File: src/rtl/d_mem_store_buffer.sv
// Store buffer between the core data port and data RAM: a small FIFO of
// word stores drained over valid/ready, with store-to-load forwarding.
module d_mem_store_buffer #(
    parameter int DEPTH = 4,
    parameter int PTR_W = 2
) (
    input  logic        clk,
    input  logic        rst,
    input  logic [31:0] d_mem_w_addr,
    input  logic [31:0] d_mem_w_data,
    input  logic        d_mem_we,
    input  logic        d_mem_oe,
    output logic [31:0] d_mem_r_data,
    output logic        d_mem_stall,
    output logic        mem_w_valid,
    input  logic        mem_w_ready,
    output logic [31:0] mem_w_addr,
    output logic [31:0] mem_w_data,
    output logic [31:0] mem_r_addr,
    input  logic [31:0] mem_r_data,
    output logic        buf_empty
);

    logic [29:0]      addr_q [DEPTH];
    logic [31:0]      data_q [DEPTH];
    logic [PTR_W-1:0] wr_ptr_q, wr_ptr_d;
    logic [PTR_W-1:0] rd_ptr_q, rd_ptr_d;
    logic [PTR_W:0]   count_q, count_d;
    logic             full;
    logic             push;
    logic             pop;
    logic             fwd_hit;
    logic [31:0]      fwd_data;
    logic             unused_addr_lsbs;

    assign full        = (count_q == (PTR_W+1)'(DEPTH));
    assign push        = d_mem_we && !full;
    assign d_mem_stall = d_mem_we && full;
    assign mem_w_valid = (count_q != '0);
    assign pop         = mem_w_valid && mem_w_ready;
    assign buf_empty   = (count_q == '0);
    assign mem_w_addr  = {addr_q[rd_ptr_q], 2'b00};
    assign mem_w_data  = data_q[rd_ptr_q];
    assign mem_r_addr  = {d_mem_w_addr[31:2], 2'b00};
    assign unused_addr_lsbs = ^d_mem_w_addr[1:0];

    always_comb begin
        wr_ptr_d = wr_ptr_q;
        rd_ptr_d = rd_ptr_q;
        count_d  = count_q;
        if (push) wr_ptr_d = wr_ptr_q + PTR_W'(1);
        if (pop)  rd_ptr_d = rd_ptr_q + PTR_W'(1);
        case ({push, pop})
            2'b10:   count_d = count_q + (PTR_W+1)'(1);
            2'b01:   count_d = count_q - (PTR_W+1)'(1);
            default: count_d = count_q;
        endcase
    end

    always_ff @(posedge clk) begin
        if (rst) begin
            wr_ptr_q <= '0;
            rd_ptr_q <= '0;
            count_q  <= '0;
        end else begin
            wr_ptr_q <= wr_ptr_d;
            rd_ptr_q <= rd_ptr_d;
            count_q  <= count_d;
        end
    end

    always_ff @(posedge clk) begin
        if (push) begin
            addr_q[wr_ptr_q] <= d_mem_w_addr[31:2];
            data_q[wr_ptr_q] <= d_mem_w_data;
        end
    end

    // Walk entries oldest to youngest from rd_ptr so the last match (youngest) wins across the wrap.
    always_comb begin
        logic [PTR_W-1:0] idx;
        idx      = '0;
        fwd_hit  = 1'b0;
        fwd_data = '0;
        for (int i = 0; i < DEPTH; i++) begin
            idx = rd_ptr_q + PTR_W'(i);
            if (((PTR_W+1)'(i) < count_q) && (addr_q[idx] == d_mem_w_addr[31:2])) begin
                fwd_hit  = 1'b1;
                fwd_data = data_q[idx];
            end
        end
    end

    assign d_mem_r_data = (d_mem_oe && fwd_hit) ? fwd_data : mem_r_data;

endmodule
File: config.mk
export PLATFORM = sky130hd
export DESIGN_NAME = d_mem_store_buffer
export DESIGN_NICKNAME = d
export VERILOG_FILES = /design/src/rtl/d_mem_store_buffer.sv
export SDC_FILE = /design/constraint.sdc
export NUM_CORES = 1
export LEC_CHECK = 0
export ABC_AREA = 1
export CORE_MARGIN = 2
export CORE_UTILIZATION = 42
export CTS_CLUSTER_SIZE = 20
export DETAILED_ROUTE_END_ITERATION = 16
export GPL_ROUTABILITY_DRIVEN = 0
export PLACE_DENSITY = 0.75
export SYNTH_ARGS = -nofsm -noshare
export SYNTH_HDL_FRONTEND = slang
export SYNTH_SLANG_ARGS = --single-unit
File: constraint.sdc
create_clock -name clk -period 10 [get_ports clk]
set_input_delay 3 -clock clk [delete_from_list [all_inputs] [get_ports clk]]
set_output_delay 3 -clock clk [all_outputs]
set_load 0.1 [all_outputs]
# Word-level counts from Yosys, hierarchy flattened
# Memory sizes are Yosys's and may differ from the RTL's. A register that Yosys moved wholly into a read port is not among the register bits.
# Index checks and enable logic that the tools add are counted.
# word_totals
ramBits	248
latchBits	0
out_inout_bits	131
register_bits	7
input_bits	101
rom_bits	0
wordCells	50
memories	2
# classes
bitwise	0
add_sub_neg	6
n_lt_le_gt_ge	4
eq_ne	7
n_reduce_logical	12
n_mul	0
n_mux	16
n_shift	0
n_div	0
# mem_list
name	words	word_bits	read_ports	rd_clocked_by_memory_dff	write_ports	line	rtl
data_q	4	32	4	1	1	25	logic [31:0] data_q [DEPTH];
addr_q	4	30	4	1	1	24	logic [29:0] addr_q [DEPTH];
# ops
op	count
32-bit 2-to-1 mux	5
30-bit equality test	4
1-bit logical AND	8
2-bit 2-to-1 mux	4
1-bit by 3-bit < comparator with 1-bit output (first input constant)	2
2-bit by 3-bit < comparator with 1-bit output (first input constant)	2
1-bit 2-to-1 mux	6
3-bit case mux with 2 select lines	1
2-bit by 1-bit adder with 2-bit output (second input constant)	2
2-bit adder (second input constant)	2
3-bit by 1-bit adder with 3-bit output (second input constant)	1
3-bit equality test (second input constant)	1
3-bit logical NOT	1
3-bit nonzero test	1
3-bit by 1-bit subtractor with 3-bit output (second input constant)	1
2-bit by 1-bit equality test with 1-bit output (second input constant)	1
2-bit equality test (second input constant)	1
2-bit nonzero test	1
1-bit logical NOT	1

# Longest topological paths before layout
# Gate-level depths: netlist (run 1).
# An unclocked memory read counts as a cell.
# logic_depth
depth_word	9
depth_mapped	23
depth_no_buf	19

# Least setup slack after synthesis (run 1)
# OpenSTA, ideal clock, no wires.
# synth_path
path_kind	input port to output port
start	input d_mem_w_addr[14]
end	output d_mem_r_data[23]
stages	14
arrival_time_ps	4797
path_buffers	1
required_time_ps	7000
slack_ps	2203
cell_sequence	inv_1 nand3_1 nand2_1 nand3_1 nor2_1 nand2_1 nor2_2 nor2_2 nand2_2 nand2_4 buf_6 nor2_1 nand2_1 nand2_1
# synth_between
elab_chain_len	8
word_cells_on_any_way	18
classes_between	eq/ne (4); mux (9); reduce/logical (5)
# synth_rtl
item	line	rtl
from (decl)	9	input logic [31:0] d_mem_w_addr,
30-bit equality test	87	if (((PTR_W+1)'(i) < count_q) && (addr_q[idx] == d_mem_w_addr[31:2])) begin
1-bit logical AND	87	
1-bit 2-to-1 mux (4 in a row)	87	
1-bit logical AND	94	assign d_mem_r_data = (d_mem_oe && fwd_hit) ? fwd_data : mem_r_data;
32-bit 2-to-1 mux *	94	
to (decl)	13	output logic [31:0] d_mem_r_data,
# Mark *: on every way between the ends. The rest lies on a longest branch, timed or not.

# Final worst setup path (run 1)
# layout_path
start	input d_mem_w_addr[11]
end	output d_mem_r_data[0]
# The elaborated chain is that of the path after synthesis.

==> impl_metrics.toml, run 1 <==
[die]
fp.dieW_um = 216
dieHeight_um = 216
io_pins = 232
die_area_mm2 = 0.0464
std_cell_rows = 77
start_util_pct = 42.5
core_mm2 = 0.0442

[synthesis]
synth.distinct_cells = 24
syn_inst = 2904
ys_seq_area_share_pct = 40.6
synth_area_mm2 = 0.0188
yosysTopAreaCell = "edfxtp_1"
ys.warnings.count = 0
synth_area_leaders = "edfxtp_1, nand2_1, nand3_1, o21ai_0, a21oi_1"
synth_top_area_share_pct = 39.6
avgSynthCellArea_um2 = 6.47
synth-seq-cells = 257

[route]
wl_per_cell_um = 16.8
first_pass_iters = 6
drt-total-wl_um = 60600
post-route-drc-count = 0
viasPerCell = 5.31
drtAntennaViolNets = 0
num_vias = 19200
drtIter0Drc = 1920

[grt]
antenna_found_initial = 5
grt_usage_pct = 25.5
grt_max_degree = 129
grt_first_pass_wirelength_um = 93800
grt_overflow = 0
grt_pass1_vias = 17500

[setup_path]
worstPathRequired_ps = 7000
critPathCaptureType = "output pin"
r2r-end = "data_q[0][17]"
critical-path-max-stage-delay_ps = 680
crit_arrival_ps = 6280
path_common_cell = "nand2_1"
worst_setup_path_start_kind = "primary input"
crit_fanout = 33
path_buf_inv = 6
critical-path-slowest-cell = "clkdlybuf4s50_1"
critPathTopFamily = "buffers and inverters"
crit_chain = "clkdlybuf4s50_1, inv_1, nand2_1, nand2_1, nor2_1, nand2_1, nor2_1, nand2_1, nor2_2, buf_4, inv_1, buf_4, nor2_1, nor2_1, nand2_1, nand2_1, buf_12"
crit_type = "in2out"
r2r_start = "count_q[0]"
reg2reg_slack_ps = 6810
r2r_cells = 6

[cts]
clock_latency_ps = 580
post_cts_resized = 0
clkTransAtPathRegs_ps = 60
cts_buffers = 29
ctsHoldBuffers = 0
cts_setup_buffers = 0
clockRootBuffer = "clkbuf_16"
clk_path_buf_depth = 3
cts.sinks = 257
cts_tree = "done"
htreeDepth = 1

[timing]
slew_violations = 0
relSlewSlack_pct = 20.3
finalClockSkew_ps = 22.0
rsz0062_at_grt = "no"
hold_violations = 0
worst_slew_pin_slew_ps = 1200
setup_tns_ps = 0
finalCriticalPeriod_ps = 9280
max_freq_ghz = 0.108
setup_viol = 0
period_share_pct = 92.8

[cells_and_area]
areaGrowthSynthToFinish_pct = 18.7
mostFrequentLayoutCell = "nand2_1"
final_cells = 3613
final_cell_mix = "nand2_1, edfxtp_1, nand3_1, clkdlybuf4s50_1, inv_1"
drive_above_1_share_pct = 3.94
final_nets = 3111

[placement]
io_buffers = 225
hpwlAfterDp_um = 37000
dp_cells = 3562

[worst_hold_path]
min_path_type = "reg2reg"
hold_depth = 2
min_from = "wr_ptr_q[1]"
holdPathEnd = "wr_ptr_q[1]"

[power_and_ir_drop]
leakage_nw = 10.5
powerDensity_mw_per_mm2 = 280
ir_worst_vdd_uv = 306

[job]
drv_cap = 0

[outcome]
outcome = "complete, no violations"
area by class of cell:
cell class / instances / area (µm²)
diodes: 3 / 7.51
clock buffers: 33 / 741
clock inverters: 15 / 164
fillers: 4299 / 21900
inverters: 194 / 733
multi-input cells: 2267 / 9510
flip-flops and latches: 257 / 7640
well taps: 592 / 741
repair buffers: 252 / 2780
logic make-up (layout without fill, tap and decap cells):
family	Yosys count	count (layout)	synth area share, %
and+or+nand+nor	1872	1872	39.0
buffers and inverters	383	494	9.08
AOI/OAI and AO/OA	379	379	10.5
DFF	257	257	40.6
adders and majority gates	9	9	0.599
xor gates and xnor gates	3	3	0.140
other	1	7	0.0200
per-stage QoR:
stage               instance area [µm²]  util, %  total power, mW  setup WS, ps  hold WS (ps)
global route                      22300     50.4             6.63           592           584
global placement                  21400     48.4             5.16           848           519
floorplan                         18800        -             4.26          2200           490
finish                            22300     50.4             6.25           722           535
detailed placement                21400     48.4             5.19           791           527
CTS                               22300     50.4             6.23           781           536
tightest hold or removal path, stage by stage, from the launching register on:
cell and delay [ps]:
dfxtp_1 320, inv_1 100, a21oi_1 70
flip-flops by register name, indices dropped and copies added, names as in the netlist, named ones only:
signal    cells
addr_q      120
count_q       3
data_q      128
rd_ptr_q      2
wr_ptr_q      2
power breakdown:
part / switching, mW / internal, mW
Sequential: 0.0963 / 1.29
Combinational: 2.90 / 0.930
Clock: 0.431 / 0.604
Yosys cell counts:
master,n
buf_4,39
nor2_1,183
buf_6,8
inv_2,2
buf_1,24
conb_1,1
nor2_2,3
a21boi_0,1
nor2_4,2
clkbuf_1,69
nand2_2,4
buf_2,49
nand2_4,1
o21ai_1,3
dfxtp_1,9
a21oi_1,168
nand3_1,214
edfxtp_1,248
xor2_1,3
inv_1,192
ha_1,9
o21ai_0,175
nand2_1,1465
o211ai_1,32
metal layers:
metal,up-vias,track usage [%],routed length (µm)
met3,150,4.09,6170
met5,-,0,22
met4,4,11.2,2250
met2,971,42.2,28000
met1,8612,33.0,24200
li1,9457,-,-
how the worst max path moves through the flow:
stage / startpoint / to / slack, ps / cells after the start
2_1_floorplan: d_mem_w_addr[14] / d_mem_r_data[23] / 2200 / 14
3_3_place_gp: d_mem_w_addr[11] / d_mem_r_data[1] / 850 / 17
3_5_place_dp: d_mem_w_addr[11] / d_mem_r_data[0] / 790 / 17
4_1_cts: d_mem_w_addr[11] / d_mem_r_data[0] / 780 / 17
5_1_grt: d_mem_w_addr[11] / d_mem_r_data[0] / 590 / 17
6_report: d_mem_w_addr[11] / d_mem_r_data[0] / 720 / 17
No activity file was read; power rests on OpenSTA's default activity.
==> inputs of run 2 (changes only) <==
Settings changed: SETUP_SLACK_MARGIN from default to 0.1.
==> results of run 2 <==
The final DEF is identical to that of run 1; final timing and power are the same.
==> inputs of run 3 (changes only) <==
Settings changed: DONT_BUFFER_PORTS from default to 1, PLACE_DENSITY 0.75 to 0.68.
==> impl_metrics.toml, run 3 (synthesized netlist as in run 1, its figures left out) <==
[die]
dieHeight_um = 216
std_cell_rows = 77
die_area_mm2 = 0.0464
io_pins = 232
fp.dieW_um = 216
core_mm2 = 0.0442
start_util_pct = 42.5

[placement]
place_area_mm2 = 0.0194
hpwlAfterDp_um = 38100
io_buffers = 0

[power_and_ir_drop]
powerDensity_mw_per_mm2 = 305
ir_worst_vdd_uv = 247
leakage_nw = 9.84

[cells_and_area]
top_register = "data_q"
final_area_mm2 = 0.0205
reg_top3 = "data_q: 128 flops, addr_q: 120 flops, count_q: 3 flops"
final_cell_mix = "nand2_1, edfxtp_1, nand3_1, inv_1, nor2_1"
final_nets = 2952
largest_reg_flops = 128
areaGrowthSynthToFinish_pct = 9.20
mostFrequentLayoutCell = "nand2_1"
drive_above_1_share_pct = 6.73
antenna_cells = 0

[outcome]
outcome = "complete, no violations"

[route]
viasPerCell = 5.60
drtIter0Drc = 2385
num_vias = 19400
wl_per_cell_um = 18.7
post-route-drc-count = 0
drt-total-wl_um = 64600
drtAntennaViolNets = 0
first_pass_iters = 6

[timing]
period_share_pct = 86.8
relSlewSlack_pct = 24.6
finalClockSkew_ps = 17.4
hold_violations = 0
worst_slew_pin_slew_ps = 1130
max_freq_ghz = 0.115
slew_violations = 0
rsz0062_at_grt = "no"
holdWs_ps = 551
setup_viol = 0
finalCriticalPeriod_ps = 8680
setup_tns_ps = 0

[worst_hold_path]
min_from = "wr_ptr_q[1]"
min_path_type = "reg2reg"
hold_depth = 2
holdPathEnd = "wr_ptr_q[1]"

[cts]
clk_path_buf_depth = 3
cts.sinks = 257
htreeDepth = 2
cts_setup_buffers = 0
clock_latency_ps = 560
ctsHoldBuffers = 0
clkTransAtPathRegs_ps = 50
cts_tree = "done"
clockRootBuffer = "clkbuf_16"
cts_buffers = 35
post_cts_resized = 0

[setup_path]
crit_type = "reg2out"
critPathCaptureType = "output pin"
r2r_cells = 12
crit_fanout = 82
reg2reg_slack_ps = 6260
crit_arrival_ps = 5680
worst_setup_path_start_kind = "flop"
r2r_start = "count_q[1]"
worstPathRequired_ps = 7000
r2r-end = "count_q[2]"

[grt]
antenna_found_initial = 0
grt_overflow = 0
grt_max_degree = 97
grt_pass1_vias = 18000
grt_first_pass_wirelength_um = 98700
grt_usage_pct = 27.1

[job]
drv_cap = 0
[run 3: cell count changes in the layout (fill, tap and decap cells not counted), moves of 3 or more]
cell and delta:
a21oi_2 +32, clkdlybuf4s50_1 -193, buf_4 +59, buf_12 -31
clkinv_2 +3, diode_2 -3, clkbuf_16 +7, a21oi_1 -32
clkbuf_1 +5
[run 3: how the worst max path moves through the flow]
| stage | startpoint | endpoint | slack (ps) | cells after the start |
|---|---|---|---|---|
| 2_1_floorplan | d_mem_w_addr[14] | d_mem_r_data[23] | 2200 | 14 |
| 3_3_place_gp | d_mem_w_addr[30] | d_mem_r_data[25] | 1690 | 15 |
| 3_5_place_dp | d_mem_w_addr[22] | d_mem_r_data[29] | 1690 | 15 |
| 4_1_cts | rd_ptr_q[0] | d_mem_r_data[17] | 1450 | 20 |
| 5_1_grt | rd_ptr_q[0] | d_mem_r_data[17] | 1030 | 20 |
| 6_report | rd_ptr_q[0] | d_mem_r_data[17] | 1320 | 20 |
[run 3: worst max-delay path, cell delays in order (launching register included)]
cell     delay (ps)
dfxtp_4         940
inv_4           550
nand2_1         330
nand2_4         590
nand2_1         310
nand2_1         100
nand2_1          90
nand2_1         100
nor2_1          170
nand2_1          70
nor2_1           80
nand2_1          60
nor2_2          140
buf_4           460
inv_1            80
buf_4           310
nor2_1          160
nor2_1           60
nand2_1         130
nand2_1          80
buf_4           230
[run 3: power by group]
part	total [mW]	internal (mW)	switching (mW)	leakage, nW
registers	1.39	1.29	0.104	2.35
clock network	1.23	0.738	0.496	0.540
logic	3.64	0.746	2.89	6.95
[run 3: through the flow]
stage / worst slack, ps / util [%] / total power, mW / cells
after global placement: 1690 / 43.9 / 4.92 / 3397
after detailed placement: 1690 / 43.9 / 4.99 / 3397
final: 1320 / 46.4 / 6.27 / 3458
after floorplan: 2200 / - / 4.26 / 2907
after global routing: 1030 / 46.4 / 6.61 / 3458
after CTS: 1450 / 46.4 / 6.23 / 3458
[run 3: layout make-up]
| class | instances | area [µm²] |
|---|---|---|
| clock buffers | 45 | 935 |
| inverters | 194 | 733 |
| fillers | 4390 | 23700 |
| multi-input cells | 2267 | 9640 |
| well taps | 592 | 741 |
| flip-flops and latches | 257 | 7640 |
| repair buffers | 87 | 666 |
| clock inverters | 16 | 169 |
[run 3: layer usage]
layer	routed length [µm]	vias to the layer above	global-route usage, %
met5	0	-	0
met4	2490	0	13.0
met3	6980	202	6.37
met2	29700	1060	43.6
met1	25500	8948	34.3
li1	-	9144	-
